==> config.mk <==
export PLATFORM = sky130hd
export DESIGN_NAME = i2c_uart_frame_arbiter_flat
export DESIGN_NICKNAME = d
export VERILOG_FILES = /design/src/rtl/i2c_uart_frame_arbiter_if.sv /design/src/rtl/i2c_uart_frame_arbiter.sv /design/src/flat_wrapper.sv
export SDC_FILE = /design/constraint.sdc
export NUM_CORES = 1
export LEC_CHECK = 0
export BUFFER_PORTS_ARGS = -buffer_cell sky130_fd_sc_hd__buf_4
export CAP_MARGIN = 30
export CORE_AREA = 2 2 88 154
export DETAILED_ROUTE_END_ITERATION = 8
export DIE_AREA = 0 0 90 156
export PLACE_DENSITY = 0.82
export SETUP_SLACK_MARGIN = 0.02
export SYNTH_ARGS = -nofsm -noshare
export SYNTH_HDL_FRONTEND = slang
export SYNTH_SLANG_ARGS = --single-unit
export TNS_END_PERCENT = 20
==> constraint.sdc <==
create_clock -name clk -period 4.5 [get_ports clk]
set_input_delay 0.225 -clock clk [delete_from_list [all_inputs] [get_ports clk]]
set_output_delay 0.225 -clock clk [all_outputs]
set_load 0.01 [all_outputs]
==> src/rtl/i2c_uart_frame_arbiter_if.sv <==
// Bus between the I2C controller, the frame arbiter and the UART bridge.
// Defining I2C_ARB_DROPCNT_EN adds the drop_count signal.
interface i2c_uart_frame_arbiter_if #(
   parameter int DATA_W = 16,
   parameter int ADDR_W = 8,
   parameter int DEPTH  = 4
);
   logic                      i2c_data_rdy;
   logic [1:0]                i2c_valid_instr;
   logic [DATA_W-1:0]         i2c_retrieved_data;
   logic [ADDR_W-1:0]         i2c_instr_address;
   logic [7:0]                i2c_op_info;
   logic [5:0]                failure_signal;
   // A frame transfers on every cycle where out_valid and out_ready are both
   // high. While out_valid is high and out_ready is low, all out_* are held.
   logic                      out_ready;
   logic                      out_valid;
   logic [ADDR_W-1:0]         out_address;
   logic [7:0]                out_mode;
   logic [DATA_W-1:0]         out_data;
   logic                      full_i2cbuffer;
   logic [$clog2(DEPTH):0]    fifo_count;
   logic                      arb_state;
`ifdef I2C_ARB_DROPCNT_EN
   logic [7:0]                drop_count;
`endif

   modport master (
      output i2c_data_rdy, i2c_valid_instr, i2c_retrieved_data,
             i2c_instr_address, i2c_op_info, failure_signal, out_ready,
      input  out_valid, out_address, out_mode, out_data, full_i2cbuffer,
             fifo_count, arb_state
`ifdef I2C_ARB_DROPCNT_EN
      , input drop_count
`endif
   );

   modport slave (
      input  i2c_data_rdy, i2c_valid_instr, i2c_retrieved_data,
             i2c_instr_address, i2c_op_info, failure_signal, out_ready,
      output out_valid, out_address, out_mode, out_data, full_i2cbuffer,
             fifo_count, arb_state
`ifdef I2C_ARB_DROPCNT_EN
      , output drop_count
`endif
   );
endinterface

==> src/rtl/i2c_uart_frame_arbiter.sv <==
// Command FIFO plus one-entry periodic slot feeding a registered UART frame.
// Defining I2C_ARB_DROPCNT_EN adds a saturating count of dropped commands.
module i2c_uart_frame_arbiter #(
   parameter int DATA_W     = 16,
   parameter int ADDR_W     = 8,
   parameter int DEPTH      = 4,
   parameter int STARVE_MAX = 4
) (
   input logic clk,
   input logic reset,
   i2c_uart_frame_arbiter_if.slave bus
);
   localparam int PW    = $clog2(DEPTH);
   localparam int CW    = PW + 1;
   localparam int SW    = $clog2(STARVE_MAX + 1);
   localparam int REC_W = DATA_W + ADDR_W + 8;

   typedef enum logic {IDLE = 1'b0, HOLD = 1'b1} state_t;

   state_t            state;
   logic [REC_W-1:0]  mem [DEPTH];
   logic [PW-1:0]     wr_ptr, rd_ptr;
   logic [CW-1:0]     count;
   logic [DATA_W-1:0] slot_data;
   logic [5:0]        slot_fail;
   logic              pending;
   logic [SW-1:0]     starve_cnt;
   logic [1:0]        op_enc;
   logic [REC_W-1:0]  head;
   logic              cmd_wr, per_wr, fifo_empty, fifo_full;
   logic              load, sel_per, sel_cmd, pop, push;
   logic              unused_op_hi;

   assign unused_op_hi = ^bus.i2c_op_info[7:4];

   always_comb begin
      op_enc = 2'b00;
      case (bus.i2c_op_info[3:0])
         4'b0001: op_enc = 2'b00;
         4'b0010: op_enc = 2'b01;
         4'b0100: op_enc = 2'b10;
         4'b1000: op_enc = 2'b11;
         default: op_enc = 2'b00;
      endcase
   end

   assign cmd_wr     = bus.i2c_data_rdy && (bus.i2c_valid_instr == 2'b11);
   assign per_wr     = bus.i2c_data_rdy && (bus.i2c_valid_instr == 2'b01);
   assign fifo_empty = (count == '0);
   assign fifo_full  = (count == CW'(DEPTH));
   assign load       = (state == IDLE) || bus.out_ready;
   assign sel_per    = pending && (fifo_empty || (starve_cnt == SW'(STARVE_MAX)));
   assign sel_cmd    = !sel_per && !fifo_empty;
   assign pop        = load && sel_cmd;
   // A pop frees the slot in the same cycle, so a write while full still lands.
   assign push       = cmd_wr && (!fifo_full || pop);
   assign head       = mem[rd_ptr];

   assign bus.fifo_count     = count;
   assign bus.full_i2cbuffer = fifo_full;
   assign bus.arb_state      = state;

   always_ff @(posedge clk) begin
      if (push) begin
         mem[wr_ptr] <= {bus.i2c_retrieved_data, bus.i2c_instr_address,
                         bus.failure_signal, op_enc};
      end
   end

   always_ff @(posedge clk or posedge reset) begin
      if (reset) begin
         wr_ptr <= '0;
         rd_ptr <= '0;
         count  <= '0;
      end else begin
         if (push) wr_ptr <= wr_ptr + PW'(1);
         if (pop)  rd_ptr <= rd_ptr + PW'(1);
         case ({push, pop})
            2'b10:   count <= count + CW'(1);
            2'b01:   count <= count - CW'(1);
            default: count <= count;
         endcase
      end
   end

   always_ff @(posedge clk or posedge reset) begin
      if (reset) begin
         slot_data  <= '0;
         slot_fail  <= '0;
         pending    <= 1'b0;
         starve_cnt <= '0;
      end else begin
         // A new sample wins over clearing, so it stays pending for the next frame.
         if (per_wr) begin
            slot_data <= bus.i2c_retrieved_data;
            slot_fail <= bus.failure_signal;
            pending   <= 1'b1;
         end else if (load && sel_per) begin
            pending   <= 1'b0;
         end
         if (!pending || (load && sel_per)) begin
            starve_cnt <= '0;
         end else if (pop && (starve_cnt != SW'(STARVE_MAX))) begin
            starve_cnt <= starve_cnt + SW'(1);
         end
      end
   end

   always_ff @(posedge clk or posedge reset) begin
      if (reset) begin
         state           <= IDLE;
         bus.out_valid   <= 1'b0;
         bus.out_address <= '0;
         bus.out_mode    <= '0;
         bus.out_data    <= '0;
      end else if (load) begin
         if (sel_per) begin
            state           <= HOLD;
            bus.out_valid   <= 1'b1;
            bus.out_address <= '0;
            bus.out_mode    <= {slot_fail, 2'b01};
            bus.out_data    <= slot_data;
         end else if (sel_cmd) begin
            state           <= HOLD;
            bus.out_valid   <= 1'b1;
            bus.out_data    <= head[REC_W-1 -: DATA_W];
            bus.out_address <= head[ADDR_W+7 : 8];
            bus.out_mode    <= head[7:0];
         end else begin
            state           <= IDLE;
            bus.out_valid   <= 1'b0;
            bus.out_address <= '0;
            bus.out_mode    <= '0;
            bus.out_data    <= '0;
         end
      end
   end

`ifdef I2C_ARB_DROPCNT_EN
   always_ff @(posedge clk or posedge reset) begin
      if (reset) begin
         bus.drop_count <= '0;
      end else if (cmd_wr && !push && (bus.drop_count != 8'hFF)) begin
         bus.drop_count <= bus.drop_count + 8'd1;
      end
   end
`endif
endmodule

==> src/flat_wrapper.sv <==
// flat-port wrapper written by rule: the top's interface ports become plain ports
module i2c_uart_frame_arbiter_flat 
#(
   parameter int DATA_W     = 16,
   parameter int ADDR_W     = 8,
   parameter int DEPTH      = 4,
   parameter int STARVE_MAX = 4
)
  (clk, reset, bus_i2c_data_rdy, bus_i2c_valid_instr, bus_i2c_retrieved_data, bus_i2c_instr_address, bus_i2c_op_info, bus_failure_signal, bus_out_ready, bus_out_valid, bus_out_address, bus_out_mode, bus_out_data, bus_full_i2cbuffer, bus_fifo_count, bus_arb_state);
  i2c_uart_frame_arbiter_if #(.DATA_W(DATA_W), .ADDR_W(ADDR_W), .DEPTH(DEPTH)) bus_i ();
  input logic clk;
  input logic reset;
  input wire logic [$bits(bus_i.i2c_data_rdy)-1:0] bus_i2c_data_rdy;
  input wire logic [$bits(bus_i.i2c_valid_instr)-1:0] bus_i2c_valid_instr;
  input wire logic [$bits(bus_i.i2c_retrieved_data)-1:0] bus_i2c_retrieved_data;
  input wire logic [$bits(bus_i.i2c_instr_address)-1:0] bus_i2c_instr_address;
  input wire logic [$bits(bus_i.i2c_op_info)-1:0] bus_i2c_op_info;
  input wire logic [$bits(bus_i.failure_signal)-1:0] bus_failure_signal;
  input wire logic [$bits(bus_i.out_ready)-1:0] bus_out_ready;
  output wire logic [$bits(bus_i.out_valid)-1:0] bus_out_valid;
  output wire logic [$bits(bus_i.out_address)-1:0] bus_out_address;
  output wire logic [$bits(bus_i.out_mode)-1:0] bus_out_mode;
  output wire logic [$bits(bus_i.out_data)-1:0] bus_out_data;
  output wire logic [$bits(bus_i.full_i2cbuffer)-1:0] bus_full_i2cbuffer;
  output wire logic [$bits(bus_i.fifo_count)-1:0] bus_fifo_count;
  output wire logic [$bits(bus_i.arb_state)-1:0] bus_arb_state;
  assign bus_i.i2c_data_rdy = bus_i2c_data_rdy;
  assign bus_i.i2c_valid_instr = bus_i2c_valid_instr;
  assign bus_i.i2c_retrieved_data = bus_i2c_retrieved_data;
  assign bus_i.i2c_instr_address = bus_i2c_instr_address;
  assign bus_i.i2c_op_info = bus_i2c_op_info;
  assign bus_i.failure_signal = bus_failure_signal;
  assign bus_i.out_ready = bus_out_ready;
  assign bus_out_valid = bus_i.out_valid;
  assign bus_out_address = bus_i.out_address;
  assign bus_out_mode = bus_i.out_mode;
  assign bus_out_data = bus_i.out_data;
  assign bus_full_i2cbuffer = bus_i.full_i2cbuffer;
  assign bus_fifo_count = bus_i.fifo_count;
  assign bus_arb_state = bus_i.arb_state;
  i2c_uart_frame_arbiter #(.DATA_W(DATA_W), .ADDR_W(ADDR_W), .DEPTH(DEPTH), .STARVE_MAX(STARVE_MAX)) u_core (.clk(clk), .reset(reset), .bus(bus_i));
endmodule
Word level (Yosys, flattened, before mapping)
Memory sizes are Yosys's and may differ from the RTL's.
Cells that the tools add are included.
{ "totals": {"reg_bits": 66, "mem_bits_rw": 128, "inputBits": 44, "out_inout_bits": 38, "wordCells": 64, "mem_count": 1} }
{ "memory_table": {"columns": ["name", "words", "word_bits", "rd", "rd_clocked_by_memory_dff", "wr", "line", "text"], "rows": [
  ["u_core.mem", 4, 32, 1, 0, 1, "i2c_uart_frame_arbiter.sv:21", "logic [REC_W-1:0] mem [DEPTH];"]
]} }
{ "op_classes": {"addsub": 5, "n_eq_ne": 10, "muxes": 16, "bitwise_logic": 1, "n_reduce_logical": 20} }
{ "ops": {"columns": ["op", "count"], "rows": [
  ["$mux W16", 2],
  ["$mux W8", 4],
  ["$logic_and A1 B1 Y1", 8],
  ["$add A3 B1 Y3 const B", 2],
  ["$eq A3 B3 Y1 const B", 2],
  ["$mux W1", 6],
  ["$mux W3", 2],
  ["$pmux W2 S3", 1],
  ["$pmux W3 S2", 1],
  ["$reduce_bool A2 Y1", 3],
  ["$add A2 B1 Y2 const B", 2],
  ["$eq A2 B1 Y1 const B", 2],
  ["$eq A2 B2 Y1 const B", 2],
  ["$eq A4 B2 Y1 const B", 1],
  ["$eq A4 B3 Y1 const B", 1],
  ["$eq A4 B4 Y1 const B", 1],
  ["$logic_not A1 Y1", 4],
  ["$logic_or A1 B1 Y1", 4],
  ["$logic_not A3 Y1", 1],
  ["$ne A3 B3 Y1 const B", 1],
  ["$sub A3 B1 Y3 const B", 1],
  ["$not A1 Y1", 1]
]} }

Logic depth before layout (Yosys ltp)
Gate-level depths: netlist of run 1.
{ "logic_depth": {"ltp_word": 10, "depth_mapped": 11, "depth_no_buf": 11} }

Least setup slack after synthesis of run 1
No wires, ideal clock.
{ "synth_path": {"path_kind": "reg-to-reg", "start": "reg u_core.starve_cnt[0]", "end": "mem u_core.mem[0][0] in the netlist's numbering (enable)", "arrival_ps": 2036, "required_ps": 4108, "slack_ps": 2072, "stages_incl_launch_ff": 7, "n_path_buf": 0, "synth_period_minus_slack_ps": 2428, "cell_sequence": "dfrtp_1 > inv_1 > ha_1 > and2_1 > a21o_1 > a21oi_2 > and2_1"} }
{ "synth_between": {"elab_chain_cells": 10} }
{ "synth_lines": {"columns": ["item", "line", "text"], "rows": [
  ["start: declaration", "i2c_uart_frame_arbiter.sv:27", "logic [SW-1:0] starve_cnt;"],
  ["start signal: assignment", "i2c_uart_frame_arbiter.sv:104", "starve_cnt <= starve_cnt + SW'(1);"],
  ["$eq A3 B3 Y1", "i2c_uart_frame_arbiter.sv:52", "assign sel_per = pending && (fifo_empty || (starve_cnt == SW'(STARVE_MAX)));"],
  ["$logic_or A1 B1 Y1", "i2c_uart_frame_arbiter.sv:52", null],
  ["$logic_and A1 B1 Y1", "i2c_uart_frame_arbiter.sv:52", null],
  ["$logic_not A1 Y1", "i2c_uart_frame_arbiter.sv:53", "assign sel_cmd = !sel_per && !fifo_empty;"],
  ["$logic_and A1 B1 Y1", "i2c_uart_frame_arbiter.sv:53", null],
  ["$logic_and A1 B1 Y1", "i2c_uart_frame_arbiter.sv:54", "assign pop = load && sel_cmd;"],
  ["$logic_or A1 B1 Y1", "i2c_uart_frame_arbiter.sv:56", "assign push = cmd_wr && (!fifo_full || pop);"],
  ["$logic_and A1 B1 Y1", "i2c_uart_frame_arbiter.sv:56", null],
  ["$mux W1", "i2c_uart_frame_arbiter.sv:64", "if (push) begin"],
  ["$mux W1 (implied by the code)", "i2c_uart_frame_arbiter.sv:65", "mem[wr_ptr] <= {bus.i2c_retrieved_data, bus.i2c_instr_address,"],
  ["end: declaration", "i2c_uart_frame_arbiter.sv:21", null]
]} }
Every way passes these cells.

Final worst setup path of run 1
{ "layout_path": {"start": "reg u_core.starve_cnt[0]", "end": "mem u_core.mem[0][12] in the netlist's numbering (enable)"} }
The elaborated chain is that of the path after synthesis.

==> impl_summary.md, run 1 <==
Detailed routing
The number of DRC violations after detailed routing is 0. The final wirelength is 15.2 mm. The first-iteration detailed-routing DRC count is 292.

The remaining antenna violation count after routing is 0. After detailed routing, the average wire length per cell comes to 22.1 µm. For this block, the via count after detailed routing is 4,076.

The via density per instance is 5.93. The first detailed-routing pass took 6 iterations.

Timing
The count of endpoints failing hold in the final timing report was 0. The final period demand of the worst path is 2600 ps. Of the available clock period, the critical path in the final layout requires 57.8%. Setup repair after global routing left no endpoint under its margin. For the final database, setup skew stands at 8.70 ps. The actual transition at the worst max-transition pin is 941 ps.

The post-route setup TNS is 0 ps. Timing would allow up to 384 MHz. Setup violations remaining at the end of the flow were counted as 0. The final number of max-transition violations is 0.

The worst relative slew slack is 37.3%.

Floorplanning
Measured along the y axis, the die boundary spans 156 µm. The number of top-level design ports is 82. The total core area is 12,800 µm². The die boundary width is 90 µm. For this configuration, the core starts out at a cell density of 58.9%.

The die outline area is 14,000 µm². The floorplan has 55 rows.

Pwr
The analysis attributes to net switching a power of 1.58 mW. The power share of the clock group is 27.0%. The power per cell area is 584 nW/µm². Registers are responsible for 47.2% of the overall power. The worst supply voltage drop on vdd is 0.372 mV. Overall power consumption after layout is estimated at 5.23 mW. Per report_power, the combinational group accounts for 25.8% of the total.

The leakage power figure is 3.38 nW. The internal portion of total power is 3.65 mW. The share of total power consumed by net switching is 30.2%.

Setup path
The delay of the slowest critical-path stage is 810 ps. The required time at the endpoint of the critical path is 4550 ps. The startpoint type of the worst setup path is a register.

The arrival time of data at the critical path endpoint is 2650 ps. The family with the most delay on the worst path is simple AND/OR/NAND/NOR gates. Counting both buffers and inverters, the worst setup path holds a total of 1. The type of element capturing the critical path is a register.

On the critical path, the stage with the largest delay is an instance of sky130_fd_sc_hd__and2_2. The critical path is of the reg -> reg type. The signal on the critical path passes through inv_1, ha_1, and2_1, a21o_1, a21oi_2, and2_2. The highest fanout seen on the critical path is 32.

Synthesis
Averaged over all synthesized cells, the footprint is 18.6 µm². The net count after synthesis is 457. The number of instances in the synthesized netlist is 405. In this run, synthesis produced a sequential element count of 194. The portion of the post-synthesis area used by sequential elements is 72.9%. The summed instance area of the synthesized netlist is 7540 µm². Of all flip-flops after synthesis, the portion carrying an async set or reset was 34.0%. The main flop type after synthesis is sky130_fd_sc_hd__edfxtp_1. The number of enable-type register cells in the synthesized netlist is 128.

The count of yosys warnings during synthesis is 0. The number of different library cells used by synthesis comes to 35.

Clock network
The H-tree generated during clock tree synthesis spans 4 levels. TritonCTS built the clock tree. The tree is rooted in a sky130_fd_sc_hd__clkbuf_16.

CTS saw 194 sinks. Clock latency on the worst-skew pair, taken at its later pin, is 430 ps. The buffer count from post-CTS setup fixing is 0. The clock passes through at most 2 buffers. The clock-pin slew on the worst setup and hold paths is 70 ps. Counting the buffers created by CTS gives 17.

Global routing
The wire length of the first global-routing pass is 24.0 mm. The largest net degree at the start of global routing is 67. The total grt overflow is 0. The number of global-route vias before repair is 4,352. The initial antenna violation count came to 0. Global routing used 22.9% of the available tracks across all layers.

Finish
From synthesis to final layout, the design area changed by 18.8%. The utilization after layout is 70.0%. For this run, the post-layout net count is 555. The finished layout holds 687 standard cells, fillers aside. The repair_antennas step left the layout with diodes totalling 0. The fraction of final layout cells with drive strength greater than 1 is 34.7%. The final design instance area without fill is 8960 µm².

Place
Once detailed placement completed, the half-perimeter wirelength came to 8.83 mm. The number of instances in the placed design is 638. The congestion estimate from routability-driven global placement came to 0.736. Input and output buffers added on the ports amount to 77.

Summing all placed instances gives a cell area of 8240 µm².

Outcome
The run finished with clean final reports.

Hold path
In this run the worst hold path is classified as in -> reg.

Job
The number of maximum-capacitance constraint violations is 0.
==> power by group through the flow <==
| stage | clock network (mW) | logic [mW] | registers (mW) |
|---|---|---|---|
| CTS | 1.43 | 1.37 | 2.47 |
| floorplan | 0 | 0.910 | 2.44 |
| finish | 1.41 | 1.35 | 2.47 |
| global placement | 0 | 1.28 | 2.48 |
| global route | 1.50 | 1.46 | 2.51 |
| detailed placement | 0 | 1.34 | 2.51 |
==> layer usage <==
metal / vias to the layer above / GRT usage, % / wire length [µm]
li1: 1773 / - / -
met1: 2135 / 26.1 / 5520
met2: 146 / 42.1 / 8640
met3: 22 / 5.70 / 746
met4: 0 / 7.55 / 263
met5: - / 0 / 0
==> flip-flops by register name, indices dropped and copies added (netlist names) <==
signal and flops:
u_core.mem 128, u_core.bus.out_data 16, u_core.slot_data 16, u_core.bus.out_address 8, u_core.bus.out_mode 8, u_core.slot_fail 6, u_core.bus.fifo_count 3, u_core.starve_cnt 3
u_core.rd_ptr 2, u_core.wr_ptr 2, u_core.bus.out_valid 1, u_core.pending 1
==> logic make-up after synthesis <==
family	Yosys count	share of synthesized area, %
DFF	194	72.9
xor gates and xnor gates	8	0.929
and+or+nand+nor	46	2.97
AOI/OAI and AO/OA	63	5.71
buffers and inverters	30	2.74
muxes	56	13.3
adders and majority gates	8	1.43
==> cells in the final DEF, fill, tap and decap left out, types with 2 or more instances in the layout <==
cell                            count
sky130_fd_sc_hd__o21ai_0            5
sky130_fd_sc_hd__clkinv_2           2
sky130_fd_sc_hd__inv_8              4
sky130_fd_sc_hd__edfxtp_1         128
sky130_fd_sc_hd__nand3_1            4
sky130_fd_sc_hd__nand2_1           26
sky130_fd_sc_hd__dlygate4sd3_1     17
sky130_fd_sc_hd__clkinvlp_4         4
sky130_fd_sc_hd__and2_2             4
sky130_fd_sc_hd__a22o_1             9
sky130_fd_sc_hd__clkbuf_16         17
sky130_fd_sc_hd__inv_1              6
sky130_fd_sc_hd__nor3b_1            2
sky130_fd_sc_hd__mux4_2            28
sky130_fd_sc_hd__a21oi_1            3
sky130_fd_sc_hd__ha_1               7
sky130_fd_sc_hd__a22oi_1           22
sky130_fd_sc_hd__mux2_2            24
sky130_fd_sc_hd__inv_6              3
sky130_fd_sc_hd__nor2_1             2
sky130_fd_sc_hd__buf_4             84
sky130_fd_sc_hd__xnor2_1            6
sky130_fd_sc_hd__mux4_1             4
sky130_fd_sc_hd__xor2_1             2
sky130_fd_sc_hd__o21ai_1           19
sky130_fd_sc_hd__nor3_1             2
sky130_fd_sc_hd__dfrtp_1           65
==> synth_stat cells, types with 3 or more instances <==
| library cell | count | area, µm² |
|---|---|---|
| sky130_fd_sc_hd__a22oi_1 | 22 | 165 |
| sky130_fd_sc_hd__and2_1 | 5 | 31.3 |
| sky130_fd_sc_hd__buf_6 | 5 | 56.3 |
| sky130_fd_sc_hd__o21ai_0 | 5 | 25.0 |
| sky130_fd_sc_hd__a22o_1 | 9 | 78.8 |
| sky130_fd_sc_hd__buf_4 | 4 | 30.0 |
| sky130_fd_sc_hd__dfrtp_1 | 66 | 1650 |
| sky130_fd_sc_hd__nand2_1 | 26 | 97.6 |
| sky130_fd_sc_hd__nand3_1 | 4 | 20.0 |
| sky130_fd_sc_hd__edfxtp_1 | 128 | 3840 |
| sky130_fd_sc_hd__a21oi_1 | 3 | 15.0 |
| sky130_fd_sc_hd__xnor2_1 | 6 | 52.6 |
| sky130_fd_sc_hd__ha_1 | 7 | 87.6 |
| sky130_fd_sc_hd__mux2_2 | 24 | 270 |
| sky130_fd_sc_hd__mux4_1 | 4 | 105 |
| sky130_fd_sc_hd__buf_2 | 6 | 30.0 |
| sky130_fd_sc_hd__clkbuf_1 | 5 | 18.8 |
| sky130_fd_sc_hd__inv_1 | 7 | 26.3 |
| sky130_fd_sc_hd__o21ai_1 | 20 | 100 |
| sky130_fd_sc_hd__mux4_2 | 28 | 631 |
==> cell type report <==
cell class	instances	area, µm²
Sequential cell	194	5500
Fill cell	801	3840
Multi-Input combinational cell	181	1850
Timing Repair Buffer	102	816
Clock buffer	17	425
Tap cell	171	214
Clock inverter	15	124
Inverter	7	26.3
==> path summary, 6_finish.rpt <==
check | from | to | slack, ps | cells past startpoint
hold reg to reg | u_core.slot_data[8] | u_core.slot_data[8] | 510 | 1
setup / recovery | u_core.starve_cnt[0] | u_core.mem[0][12] | 1900 | 6
setup reg to reg | u_core.starve_cnt[0] | u_core.mem[0][12] | 1900 | 6
hold / removal | bus_i2c_retrieved_data[15] | u_core.mem[2][31] | 9 | 1
max in group asynchronous | reset | u_core.rd_ptr[0] | 3820 | 3
min in group asynchronous | reset | u_core.bus.out_address[7] | 60 | 3
==> per-stage QoR <==
stage	hold WS (ps)	setup slack (ps)
4_1_cts	0.909	1880
3_5_place_dp	430	1940
3_3_place_gp	426	2010
6_report	8.79	1900
5_1_grt	1.02	1750
2_1_floorplan	324	2070
==> repair_timing <==
action                    4_1_cts  5_1_grt
hold buffers                   10        7
resized for setup               0        0
hold endpoints to repair       31       22
Power figures use the tool's default switching activity.
==> run 2: changes to the inputs <==
Settings changed: CORE_AREA 2 2 88 154 to 2 2 90 156, DIE_AREA 0 0 90 156 to 0 0 92 158, PLACE_DENSITY 0.82 to 0.79.
Clock period 4.5 ns to 2.4 ns, I/O delays scaled along.
==> run 2 against run 1 <==
Compared with the run above: sequential cell count unchanged; non-clock buffer count increased by 30; utilization increased by 0.46 points; combinational power increased by 100%; clock-buffer cell count increased by 1; hold slack improved by 25 ps; final cell count increased by 4.8%; fmax increased by 17%; global-route usage decreased by 1.2 points; register-to-register slack got worse by 1700 ps; design area increased by 4.7%; critical endpoint is now u_core.bus.fifo_count[2].
==> impl_summary.md, run 2 (synthesis results as in run 1) <==
Timing
The final period demand of the worst path is 2220 ps. The total of endpoints with negative setup slack in the final report is 0. The final number of max-transition violations is 0. Static timing analysis puts the maximum clock frequency at 450 MHz. Headroom to the max-slew limit came out at 60.4%. For the pin with the worst max-slew slack, the measured transition is 593 ps. Clock skew on the completed layout was measured at 14.6 ps.

The post-route worst hold slack is 33.7 ps. The count of endpoints failing hold in the final timing report is 0. Setup repair after global routing left no endpoint under its margin. The final critical path takes up 92.5% of the cycle. The post-route setup TNS is 0 ps.

Clock network
After clock tree synthesis, the clock-pin slew on the worst setup and hold paths is 70 ps. The H-tree was split into 4 levels. After clock tree synthesis, the repair step resized 0 gates. Buffers inserted during clock tree synthesis total 17. The count of clock tree sinks is 194.

The TritonCTS clock tree is yes. For the worst-skew pair, the clock arrives at the later sink with an insertion delay of 420 ps. The buffer cell driving the clock tree root is sky130_fd_sc_hd__clkbuf_16.

The maximum root-to-sink buffer count is 2.

Detailed routing
The remaining antenna violation count after routing is 0. In the final routed layout, each cell accounts on average for 20.8 µm. The via density per instance is 5.64. The first-iteration detailed-routing DRC count is 361. The iteration count of the initial detailed-routing pass is 4. The vias after detailed routing is 4,059. Wires add up to 15.0 mm. The number of DRC violations after detailed routing is 0.

Setup path
Walking the worst path, the cells encountered are inv_1, ha_1, and2_1, a21o_1, a21oi_2, inv_1, ha_1, fa_1, xnor2_1, nor2_1, xor2_1. For this design, the slowest cell found on the critical path is sky130_fd_sc_hd__fa_1. The delay of the slowest critical-path stage is 380 ps. The arrival time of data at the critical path endpoint is 2570 ps. The critical path is of the reg -> reg type.

The required time at the endpoint of the critical path is 2750 ps. The number of buffer and inverter stages on the critical path is 2. Among cell families on the critical path, the largest total delay comes from adder cells. The highest fanout seen on the critical path is 2. The worst setup path is captured at a register. STA classifies the critical path startpoint as a register.

Pwr
The worst supply voltage drop on vdd is 0.628 mV. The power per cell area is 1080 nW/µm². Of the total power, registers draw 44.8%.

The power share of the clock group is 28.0%. The fraction of power consumed by combinational cells is 27.2%. The leakage power figure is 3.58 nW. The share of total power consumed by net switching is 29.1%. The net switching power of the design is 2.95 mW.

Internal power comes to 7.17 mW.

Floorplanning
The total core area is 13,300 µm². The die boundary width is 92 µm. The floorplan has 56 rows. Once the floorplan was initialized, standard cells occupied 56.6% of the core. The die is 158 µm tall. The die covers 14,500 µm². The number of top-level design ports is 82.

Finish
The largest registers in the layout are u_core.mem (128), u_core.bus.out_data (16), u_core.slot_data (16). The fraction of final layout cells with drive strength greater than 1 is 35.3%. Leaving out fill and tap cells, the most frequent cells in the layout are sky130_fd_sc_hd__edfxtp_1, sky130_fd_sc_hd__buf_4, sky130_fd_sc_hd__dfrtp_1. The number of nets in the layout is 585. The total inserted antenna cells is 0. Leaving out fill and tap cells, the most frequent cell in the layout is sky130_fd_sc_hd__edfxtp_1.

The register with the most flip-flops in the layout has 128 of them. More flip-flops sit in one register than any other, and that register is u_core.mem. The layout overhead on the synthesized area is 24.4%.

Global routing
The initial antenna violation count is 0. The overall routing resource usage is 21.7%. The number of global-route vias before repair was 4,416. Summed over all layers, the global routing overflow is 0.

The largest net degree at the start of global routing is 35. The first global-routing pass estimated 23.1 mm of wire.

Hold path
The type of the worst min-delay path is in -> reg.

Outcome
The flow ran to the end, and the final reports show no timing, DRC or antenna violations.

Place
The HPWL after detailed placement is 9.35 mm. The number of I/O port buffers is 77. At the end of routability-driven placement, the weighted congestion stood at 0.739.

Job
The number of maximum-capacitance constraint violations is 0.
run 2: layout make-up:
type | instances | area (µm²)
sequential | 194 | 5500
tap | 174 | 218
timing repair buffer | 132 | 1180
inverter | 7 | 26.3
clock inverter | 14 | 169
multi-input combinational | 181 | 1850
fill | 822 | 3940
clock buffer | 18 | 429
run 2: power by group through the flow:
stage	combinational (mW)	sequential (mW)	clock (mW)
2_1_floorplan	1.71	4.58	0
3_3_place_gp	2.60	4.56	0
3_5_place_dp	2.70	4.59	0
4_1_cts	2.77	4.53	2.87
5_1_grt	2.98	4.58	3.01
6_report	2.75	4.53	2.84
run 2: metrics by stage:
stage          total power, mW  utilization (%)  setup WS, ps  instances  area, µm²
2_1_floorplan             6.29                -         -28.0        405       7540
3_3_place_gp              7.16             63.5           202        655       8450
3_5_place_dp              7.29             63.5           147        655       8450
4_1_cts                   10.2             70.4           129        719       9370
5_1_grt                   10.6             70.4          12.2        720       9380
6_report                  10.1             70.4           180        720       9380
run 2: worst paths after layout:
path / end / start / slack [ps] / cells past startpoint
setup / recovery: u_core.bus.fifo_count[2] / u_core.starve_cnt[0] / 180 / 11
hold / removal: u_core.mem[1][1] / bus_i2c_op_info[1] / 30 / 2
setup reg to reg: u_core.bus.fifo_count[2] / u_core.starve_cnt[0] / 180 / 11
hold reg to reg: u_core.bus.out_data[2] / u_core.slot_data[2] / 510 / 2
max in group asynchronous: u_core.bus.out_mode[7] / reset / 1450 / 4
min in group asynchronous: u_core.bus.out_address[3] / reset / 320 / 3
run 2: timing repair:
item	CTS	global route
hold buffers	32	0
endpoints found under the setup margin	0	2
setup buffers	0	1
endpoints found under the hold margin	167	0
run 2: routing by layer:
metal / vias to the layer above / global-route usage (%) / wire length (µm)
li1: 1826 / - / -
met4: 0 / 7.68 / 182
met1: 2110 / 24.5 / 5530
met5: - / 0 / 0
met2: 108 / 40.5 / 8620
met3: 15 / 4.47 / 638
